==> src/rtl/decoder_pkg.sv <==
// Shared RV32I decode types: opcodes, control encodings and the registered control bundle.
package decoder_pkg;

  localparam logic [6:0] OP_LOAD   = 7'b0000011;
  localparam logic [6:0] OP_STORE  = 7'b0100011;
  localparam logic [6:0] OP_OP     = 7'b0110011;
  localparam logic [6:0] OP_IMM    = 7'b0010011;
  localparam logic [6:0] OP_BRANCH = 7'b1100011;
  localparam logic [6:0] OP_JAL    = 7'b1101111;
  localparam logic [6:0] OP_JALR   = 7'b1100111;
  localparam logic [6:0] OP_LUI    = 7'b0110111;
  localparam logic [6:0] OP_AUIPC  = 7'b0010111;

  typedef enum logic [3:0] {
    ALU_ADD    = 4'b0000,
    ALU_SUB    = 4'b0001,
    ALU_AND    = 4'b0010,
    ALU_OR     = 4'b0011,
    ALU_XOR    = 4'b0100,
    ALU_SLT    = 4'b0101,
    ALU_SLTU   = 4'b0110,
    ALU_SLL    = 4'b0111,
    ALU_SRL    = 4'b1000,
    ALU_SRA    = 4'b1001,
    ALU_PASS_B = 4'b1010
  } alu_ctrl_e;

  typedef enum logic [2:0] {
    IMM_I = 3'b000,
    IMM_S = 3'b001,
    IMM_B = 3'b010,
    IMM_J = 3'b011,
    IMM_U = 3'b100
  } imm_sel_e;

  typedef enum logic [1:0] {
    RES_ALU = 2'b00,
    RES_MEM = 2'b01,
    RES_PC4 = 2'b10
  } result_src_e;

  typedef struct packed {
    result_src_e result_src;
    logic        mem_write;
    logic        reg_write;
    logic        alu_src;
    logic        alu_a_pc;
    logic        jalr;
    logic        jal;
    logic        branch;
    alu_ctrl_e   alu_control;
    imm_sel_e    imm_sel;
    logic [2:0]  funct3;
    logic [4:0]  rd;
    logic [4:0]  rs1;
    logic [4:0]  rs2;
    logic        illegal;
  } ctrl_bundle_t;

  // alt selects SUB/SRA; callers decide when funct7[5] is meaningful.
  function automatic alu_ctrl_e alu_from_f3(input logic [2:0] f3, input logic alt);
    case (f3)
      3'b000:  return alt ? ALU_SUB : ALU_ADD;
      3'b001:  return ALU_SLL;
      3'b010:  return ALU_SLT;
      3'b011:  return ALU_SLTU;
      3'b100:  return ALU_XOR;
      3'b101:  return alt ? ALU_SRA : ALU_SRL;
      3'b110:  return ALU_OR;
      default: return ALU_AND;
    endcase
  endfunction

endpackage

==> src/rtl/decode_logic.sv <==
// Combinational RV32I decoder: raw instruction word to control bundle.
module decode_logic
  import decoder_pkg::*;
(
  input  logic [31:0]  instr,
  output ctrl_bundle_t ctrl
);

  logic [6:0] opcode;
  logic [2:0] f3;
  logic       f7b5;
  logic       f3_ok;
  logic [5:0] unused_bits;

  assign opcode      = instr[6:0];
  assign f3          = instr[14:12];
  assign f7b5        = instr[30];
  assign unused_bits = {instr[31], instr[29:25]};

  always_comb begin
    ctrl        = '0;
    ctrl.funct3 = f3;
    ctrl.rd     = instr[11:7];
    ctrl.rs1    = instr[19:15];
    ctrl.rs2    = instr[24:20];
    f3_ok       = 1'b1;
    case (opcode)
      OP_LOAD: begin
        ctrl.result_src = RES_MEM;
        ctrl.reg_write  = 1'b1;
        ctrl.alu_src    = 1'b1;
        f3_ok           = (f3 != 3'b011) && (f3 != 3'b110) && (f3 != 3'b111);
      end
      OP_STORE: begin
        ctrl.mem_write = 1'b1;
        ctrl.alu_src   = 1'b1;
        ctrl.imm_sel   = IMM_S;
        f3_ok          = (f3 < 3'b011);
      end
      OP_OP: begin
        ctrl.reg_write   = 1'b1;
        ctrl.alu_control = alu_from_f3(f3, f7b5);
      end
      OP_IMM: begin
        ctrl.reg_write   = 1'b1;
        ctrl.alu_src     = 1'b1;
        // funct7 only exists for shifts; ADDI uses those bits as immediate.
        ctrl.alu_control = alu_from_f3(f3, f7b5 && (f3 == 3'b101));
      end
      OP_BRANCH: begin
        ctrl.branch      = 1'b1;
        ctrl.alu_control = ALU_SUB;
        ctrl.imm_sel     = IMM_B;
        f3_ok            = (f3[2:1] != 2'b01);
      end
      OP_JAL: begin
        ctrl.jal        = 1'b1;
        ctrl.reg_write  = 1'b1;
        ctrl.result_src = RES_PC4;
        ctrl.imm_sel    = IMM_J;
      end
      OP_JALR: begin
        ctrl.jalr       = 1'b1;
        ctrl.reg_write  = 1'b1;
        ctrl.result_src = RES_PC4;
        ctrl.alu_src    = 1'b1;
        f3_ok           = (f3 == 3'b000);
      end
      OP_LUI: begin
        ctrl.reg_write   = 1'b1;
        ctrl.alu_src     = 1'b1;
        ctrl.alu_control = ALU_PASS_B;
        ctrl.imm_sel     = IMM_U;
      end
      OP_AUIPC: begin
        ctrl.reg_write = 1'b1;
        ctrl.alu_src   = 1'b1;
        ctrl.alu_a_pc  = 1'b1;
        ctrl.imm_sel   = IMM_U;
      end
      default: ctrl.illegal = 1'b1;
    endcase
    // Illegal slots still flow down the pipe but must have no side effects.
    if (!f3_ok) begin
      ctrl.illegal   = 1'b1;
      ctrl.reg_write = 1'b0;
      ctrl.mem_write = 1'b0;
      ctrl.branch    = 1'b0;
      ctrl.jal       = 1'b0;
      ctrl.jalr      = 1'b0;
    end
  end

endmodule

==> src/rtl/decode_stage.sv <==
// Registered decode stage: valid/ready handshake, flush, branch resolution, decoded counter.
module decode_stage
  import decoder_pkg::*;
#(
  parameter int XLEN        = 32,
  parameter bit FULL_BRANCH = 1'b1
) (
  input  logic            clk,
  input  logic            reset,
  input  logic            in_valid,
  output logic            in_ready,
  input  logic [31:0]     instruction,
  input  logic            flush,
  output logic            out_valid,
  input  logic            out_ready,
  input  logic            equal,
  input  logic            less_than,
  input  logic            less_than_unsigned,
  output logic [1:0]      result_src,
  output logic            mem_write,
  output logic            reg_write,
  output logic            alu_src,
  output logic            alu_a_pc,
  output logic            jalr,
  output logic [3:0]      alu_control,
  output logic [2:0]      immediate_control,
  output logic [4:0]      rd,
  output logic [4:0]      rs1,
  output logic [4:0]      rs2,
  output logic            illegal,
  output logic            pc_src,
  output logic [XLEN-1:0] decoded_count
);

  ctrl_bundle_t    dec;
  ctrl_bundle_t    bundle_d, bundle_q;
  logic            out_valid_d, out_valid_q;
  logic [XLEN-1:0] count_d, count_q;
  logic            capture, handshake, cond;

  decode_logic u_decode (.instr(instruction), .ctrl(dec));

  assign in_ready  = !out_valid_q || out_ready;
  assign capture   = in_valid && in_ready && !flush;
  assign handshake = out_valid_q && out_ready && !flush;

  always_comb begin
    bundle_d    = capture ? dec : bundle_q;
    out_valid_d = out_valid_q;
    if (flush)          out_valid_d = 1'b0;
    else if (capture)   out_valid_d = 1'b1;
    else if (out_ready) out_valid_d = 1'b0;
    count_d = handshake ? count_q + 1'b1 : count_q;
  end

  always_ff @(posedge clk) begin
    if (reset) begin
      bundle_q    <= '0;
      out_valid_q <= 1'b0;
      count_q     <= '0;
    end else begin
      bundle_q    <= bundle_d;
      out_valid_q <= out_valid_d;
      count_q     <= count_d;
    end
  end

  // Legacy mode only honours BEQ; other B-type conditions never redirect.
  always_comb begin
    cond = 1'b0;
    case (bundle_q.funct3)
      3'b000:  cond = equal;
      3'b001:  cond = !equal;
      3'b100:  cond = less_than;
      3'b101:  cond = !less_than;
      3'b110:  cond = less_than_unsigned;
      3'b111:  cond = !less_than_unsigned;
      default: cond = 1'b0;
    endcase
    if (!FULL_BRANCH) cond = (bundle_q.funct3 == 3'b000) && equal;
  end

  assign pc_src = out_valid_q &&
                  ((bundle_q.branch && cond) || bundle_q.jal || bundle_q.jalr);

  assign out_valid         = out_valid_q;
  assign result_src        = bundle_q.result_src;
  assign mem_write         = bundle_q.mem_write;
  assign reg_write         = bundle_q.reg_write;
  assign alu_src           = bundle_q.alu_src;
  assign alu_a_pc          = bundle_q.alu_a_pc;
  assign jalr              = bundle_q.jalr;
  assign alu_control       = bundle_q.alu_control;
  assign immediate_control = bundle_q.imm_sel;
  assign rd                = bundle_q.rd;
  assign rs1               = bundle_q.rs1;
  assign rs2               = bundle_q.rs2;
  assign illegal           = bundle_q.illegal;
  assign decoded_count     = count_q;

endmodule

==> config.mk <==
export PLATFORM = sky130hd
export DESIGN_NAME = decode_stage
export DESIGN_NICKNAME = d
export VERILOG_FILES = /design/src/rtl/decoder_pkg.sv /design/src/rtl/decode_logic.sv /design/src/rtl/decode_stage.sv
export SDC_FILE = /design/constraint.sdc
export NUM_CORES = 1
export LEC_CHECK = 0
export BUFFER_PORTS_ARGS = -buffer_cell sky130_fd_sc_hd__buf_2
export CAP_MARGIN = 40
export CORE_AREA = 2 2 90 92
export CTS_BUF_LIST = sky130_fd_sc_hd__clkbuf_16
export CTS_CLUSTER_DIAMETER = 50
export DETAILED_ROUTE_END_ITERATION = 10
export DIE_AREA = 0 0 92 94
export GPL_ROUTABILITY_DRIVEN = 0
export PLACE_DENSITY = 0.76
export REMOVE_ABC_BUFFERS = 1
export SYNTH_ARGS = -nofsm -noshare
export SYNTH_HDL_FRONTEND = slang
export SYNTH_SLANG_ARGS = --single-unit
==> constraint.sdc <==
create_clock -name clk -period 1.8 [get_ports clk]
set_clock_uncertainty 0.05 [all_clocks]
set_input_delay 0.36 -clock clk [delete_from_list [all_inputs] [get_ports clk]]
set_output_delay 0.36 -clock clk [all_outputs]
set_load 0.01 [all_outputs]
---- After elaboration in Yosys (flattened, before gate mapping) ----
Cells that the tools add are included.
W data, S select, Z words.
word-level totals
  input port bits ......................... 40
  word-level logic and storage cells ...... 93
  register bits after elaboration ......... 68
  output and inout port bits .............. 65
operators by class
  equal/unequal tests ..................... 24
  muxes and demuxes ....................... 24
  reduce and logical (&&, ||, !) cells .... 26
  add/subtract/negate cells ............... 1
  order comparisons ....................... 1
operator list
  kind                     number
  $pmux W4 S7              2
  $add A32 B1 Y32 const B  1
  $eq A3 B3 Y1 const B     7
  $eq A7 B6 Y1 const B     3
  $eq A7 B7 Y1 const B     3
  $pmux W4 S4              1
  $mux W1                  15
  $eq A7 B5 Y1 const B     2
  $pmux W3 S4              1
  $logic_and A1 B1 Y1      9
  $reduce_or A9 Y1         1
  $eq A7 B2 Y1 const B     1
  $reduce_or A7 Y1         1
  $eq A3 B1 Y1 const B     2
  $eq A3 B2 Y1 const B     2
  $logic_not A3 Y1         2
  $ne A3 B3 Y1 const B     2
  $pmux W1 S6              1
  $reduce_or A2 Y1         3
  $reduce_or A6 Y1         1
  $logic_not A1 Y1         5
  $pmux W1 S4              1
  $pmux W2 S2              1
  $logic_or A1 B1 Y1       3
  other kinds (6)          6

---- Longest topological paths before layout ----
  word-level depth ........................ 6
  gate-level depth with buffers ........... 7
  gate-level depth less buffers ........... 5

---- By module ----
A second synthesis with hierarchy kept.
unflattened totals
  cells, all modules ...................... 458
  area, all modules ....................... 3588.4 um^2
modules (own cells, without submodules)
  module        area an instance (um^2)  sequential area each (um^2)  instances  cells an instance
  decode_stage  3027.9                   1361.3                       1          370
  decode_logic  560.5                    0.0                          1          88

---- Worst setup path after synthesis ----
Ideal clock, no wire load.
  kind .................................... flip-flop to flip-flop
  from .................................... register count_q[0], in the netlist decoded_count[0]
  to ...................................... register count_q[31], in the netlist decoded_count[31]
  buffers on the path ..................... 2
  stages on the path, launching flop included .. 7
  path slack .............................. -127 ps
  arrival time ............................ 1754 ps
  period minus slack after synthesis ...... 1927 ps
  required time ........................... 1627 ps
  setup time .............................. 123 ps
  path through ............................ dfxtp_1 nand2_1 or3_1 buf_6 buf_6 nor4_4 mux2_1
between the ends
  cells in the longest elaborated chain, start to end .. 1
RTL lines
  what                    RTL line            text
  start, declared         decode_stage.sv:38  logic [XLEN-1:0] count_d, count_q;
  start signal, assigned  decode_stage.sv:64  count_q <= count_d;
  $add A32 B1 Y32         decode_stage.sv:53  count_d = handshake ? count_q + 1'b1 : count_q;
Every way passes these cells.
A chain may end at the register's enable or synchronous reset.

---- Worst setup path in the final report ----
  from .................................... register bundle_q[17] in the netlist's numbering
  to ...................................... output port pc_src
between the ends
  cells in the longest elaborated chain, start to end .. 6
  elaborated cells between the ends (all ways) .. 11
  classes of those cells .................. eq/ne (5); mux (1); reduce/logical (5)
RTL lines
  what                                  RTL line            text
  start, declared                       decode_stage.sv:36  ctrl_bundle_t bundle_d, bundle_q;
  start signal, assigned                decode_stage.sv:62  bundle_q <= bundle_d;
  $eq A3 B3 Y1 (tied with other cells)  decode_stage.sv:71  case (bundle_q.funct3)
  $pmux W1 S6 (*)                       decode_stage.sv:71
  $logic_and A1 B1 Y1 (*)               decode_stage.sv:84  ((bundle_q.branch && cond) || bundle_q.jal || bundle_q.jalr);
  $logic_or A1 B1 Y1 (*) (2 in a row)   decode_stage.sv:84
  $logic_and A1 B1 Y1 (*)               decode_stage.sv:83  assign pc_src = out_valid_q &&
  end, declared                         decode_stage.sv:31  output logic pc_src,
Mark *: on every way between the ends. The rest lies on a longest branch, timed or not.

==> summary.md <==
| Metric | Value |
|---|---|
| Final ANT Viol Nets | 0 |
| Routed vias | 3403 |
| Fraction of registers with async set or reset after synthesis | 0% |
| Critical path class | reg2out |
| Tcrit/Tclk final | 103% |
| Violated checks | negative setup slack |
| Vias per cell | 5.37 |
| Setup TNS | -0.0472 ns |
| IO Pins | 105 |
| CP Data Required Time | 1.39 ns |
| Critical path launch point type | flop |
| Simple-Gate Fraction of Synth Area | 29.3% |
| Die W | 92 um |
| Final Hold Viols | 0 |
| Rows | 32 |
| GRT Util Overall | 20.5% |
| Initial core utilization | 45.0% |
| ANT cells | 0 |
| Highest clock rate | 0.541 GHz |
| Vias in the first global route | 3220 |
| Initial antenna violation count | 0 |
| Mapped Area | 3420 sq um |
| Unrepaired setup endpoints after global routing | yes |
| Static Leak | 2.06 nW |
| Total power | 3.69 mW |
| Layout area overhead | 36.0% |
| Compound-Gate Fraction of Synth Area | 14.2% |
| Final WL | 8.76 mm |
| Clock latency on the worst-skew pair | 0.32 ns |
| Starting DRT DRC Count | 137 |
| MaxCap Viol Count | 0 |
| Fin. max-slew vios | 0 |
| Nets@finish | 568 |
| Multiplexer area fraction after synthesis | 3.58% |
| Synth unique cells | 53 |
| Port Buf Inserts | 98 |
| Clock tree buffer depth | 2 |
| Core region area | 7610 sq um |
| Die ar. | 8650 sq um |
| WL/cell | 13.8 um |
| Crit path time final | 1.85 ns |
| Status | finished with violations |
| Synth top area cells | dfxtp_1 40%, nand2_1 6.9%, a21oi_1 6.0% |
| Sink Count | 68 |
| Drt first pass iters | 4 |
| CTS clock-pin slew for the worst setup and hold paths | 0.05 ns |
| Critical Path Sink Type | primary output |
| Largest fanout on the critical path | 3 |
| CTS tree | built |
| # H-tree levels | 3 |
| Hold buffer count at cts | 0 |
| Max_slew headroom | 72.9% |
| DRC Markers | 0 |
| Grt total ovfl | 0 |
| Syn avg cell area | 8.21 sq um |
| Seq/Total Area, Yosys | 39.8% |
| Most used DFF post-synth | dfxtp_1 |
| Final setup viols | 1 |
| Largest net degree at the start of global routing | 36 |
| Pwr Density | 793 nW/um^2 |
| Die Span Y | 94 um |
| Post-Synth Adder-Cell Area | 0.365% |
| Area of the multi-input gates | 1880 sq um |
| Syn Inst Count | 417 |
| First-pass GRT wire length | 14.4 mm |
| VDD IR max | 0.000473 V |
| Share of layout cells above drive strength 1 | 39.3% |
| Slew @ Worst Pin | 0.400 ns |
| Worst Path Arrival | 1.44 ns |
| Post-DP HPWL | 6.14 mm |
| Synth area leader | dfxtp_1 |
| Post-synth EDFFs | 0 |
| Fillers | 666 |
| XOR/XNOR share of the synthesized area | 3.07% |
| Post-synthesis register bit count | 68 |
| Yosys top cell area share | 39.8% |
| FF/Latch Area | 1370 sq um |
| Fin worst setup slack | -0.0472 ns |
| Clock buffer count from CTS | 9 |
| Combinational family with the most area after synthesis | simple AND/OR/NAND/NOR gates |
| Root buf cell | clkbuf_16 |
| Worst min-delay path category | in2reg |
| Synth warnings | 0 |
## worst max-delay path: stages, from the launching register on
cell and delay, ns:
dfxtp_2 0.36, mux2i_2 0.23, and3_1 0.18, o21ai_1 0.05, a21boi_1 0.14, buf_2 0.15
## power by group
| group | total [mW] | switching, mW | internal (mW) |
|---|---|---|---|
| Combinational | 0.282 | 0.161 | 0.121 |
| Clock | 1.86 | 0.651 | 1.21 |
| Sequential | 1.55 | 0.0170 | 1.54 |
## placed cells by master (no fill, tap or decap), types with 3 or more instances in the layout
| cell type | netlist | routed |
|---|---|---|
| a21oi_1 | 41 | 38 |
| a21oi_2 | 0 | 3 |
| and3_1 | 7 | 7 |
| and4_1 | 6 | 4 |
| buf_12 | 0 | 4 |
| buf_2 | 7 | 98 |
| buf_4 | 24 | 48 |
| clkbuf_16 | 0 | 9 |
| dfxtp_1 | 68 | 62 |
| dfxtp_2 | 0 | 6 |
| inv_1 | 6 | 7 |
| mux2_2 | 9 | 7 |
| mux2_4 | 0 | 3 |
| nand2_1 | 63 | 63 |
| nand2b_1 | 4 | 4 |
| nand3_1 | 21 | 19 |
| nand4_1 | 5 | 5 |
| nor2_1 | 30 | 29 |
| nor2b_1 | 10 | 9 |
| nor3_1 | 3 | 3 |
| nor4_2 | 0 | 3 |
| nor4_4 | 1 | 4 |
| o21ai_0 | 9 | 8 |
| o31ai_1 | 13 | 13 |
| or3_1 | 4 | 3 |
| or4_1 | 11 | 7 |
| or4_4 | 0 | 4 |
| xnor2_1 | 5 | 5 |
| xor2_1 | 7 | 7 |
## layout make-up
class	count	area share [%]
sequential	68	29.4
clock buffer	9	4.84
clock inverter	7	1.99
multi-input combinational	291	40.3
timing repair buffer	151	20.2
inverter	6	0.484
tap	102	2.74
## Yosys cell counts, drive strengths merged (2+ instances only)
cell type and n:
or3 4, nand3 21, o21ai 9, a21oi 41, dfxtp 68, or4 11
nor2 30, buf 36, nand3b 3, and4 6, nand4 6, and3b 2
nand4b 2, o211ai 2, clkbuf 16, mux2 10, nor4 9, nor4b 2
inv 6, o32ai 2, nor3 3, o31ai 13, nor2b 10, xnor2 5
and3 7, o22ai 2, nand2 63, nand2b 4, xor2 7
## metrics by stage
stage	hold slack, ns	cell area, sq um	std cells	utilization [%]	setup WS (ns)
3_5_place_dp	0.395	4140	614	54.4	-0.284
4_1_cts	0.178	4540	630	59.7	-0.0433
3_3_place_gp	0.390	4140	614	54.4	-0.233
6_report	0.191	4660	634	61.2	-0.0472
5_1_grt	0.200	4660	634	61.2	-0.113
2_1_floorplan	0.379	3110	365	-	-0.560
## what timing repair did
item / 4_1_cts / 5_1_grt
hold endpoints to repair: 0 / 0
buffers inserted: 0 / 4
gates resized for setup: 18 / 23
endpoints found under the setup margin: 10 / 19
pin swaps: 2 / 6
## sequential cells by signal (all words and copies together) (netlist names)
register and cells:
decoded_count 32, mem_write 1, bundle_q 5, reg_write 1, alu_src 1, out_valid 1
immediate_control 3, rs2 5, rd 5, rs1 5, illegal 1, result_src 2
jalr 1, alu_a_pc 1, alu_control 4
## cell families (layout without fill, tap and decap cells)
| group | count (synthesis) | in the layout |
|---|---|---|
| xor+xnor | 12 | 12 |
| simple gates | 187 | 187 |
| flops | 68 | 68 |
| compound gates | 80 | 80 |
| buf+inv | 58 | 173 |
| fa+ha+maj | 1 | 1 |
| mux | 11 | 11 |
## metal layers
metal  global-route usage, %  share of wire [%]
met4                    7.09                1.4
met2                    34.7                 48
met1                    25.4                 44
met5                       0                  0
met3                    5.14                5.8
## path summary, 6_finish.rpt
path	startpoint	end	slack, ns	depth (start not counted)
max	bundle_q[17]$_SDFFE_PP0P_	pc_src	-0.05	5
min	flush	out_valid$_SDFFE_PP0P_	0.19	2
max reg2reg	decoded_count[2]$_SDFFE_PP0P_	decoded_count[16]$_SDFFE_PP0P_	0.03	7
min reg2reg	rs2[3]$_SDFFE_PP0P_	rs2[3]$_SDFFE_PP0P_	0.40	2
(Power assumes the default switching activity.)
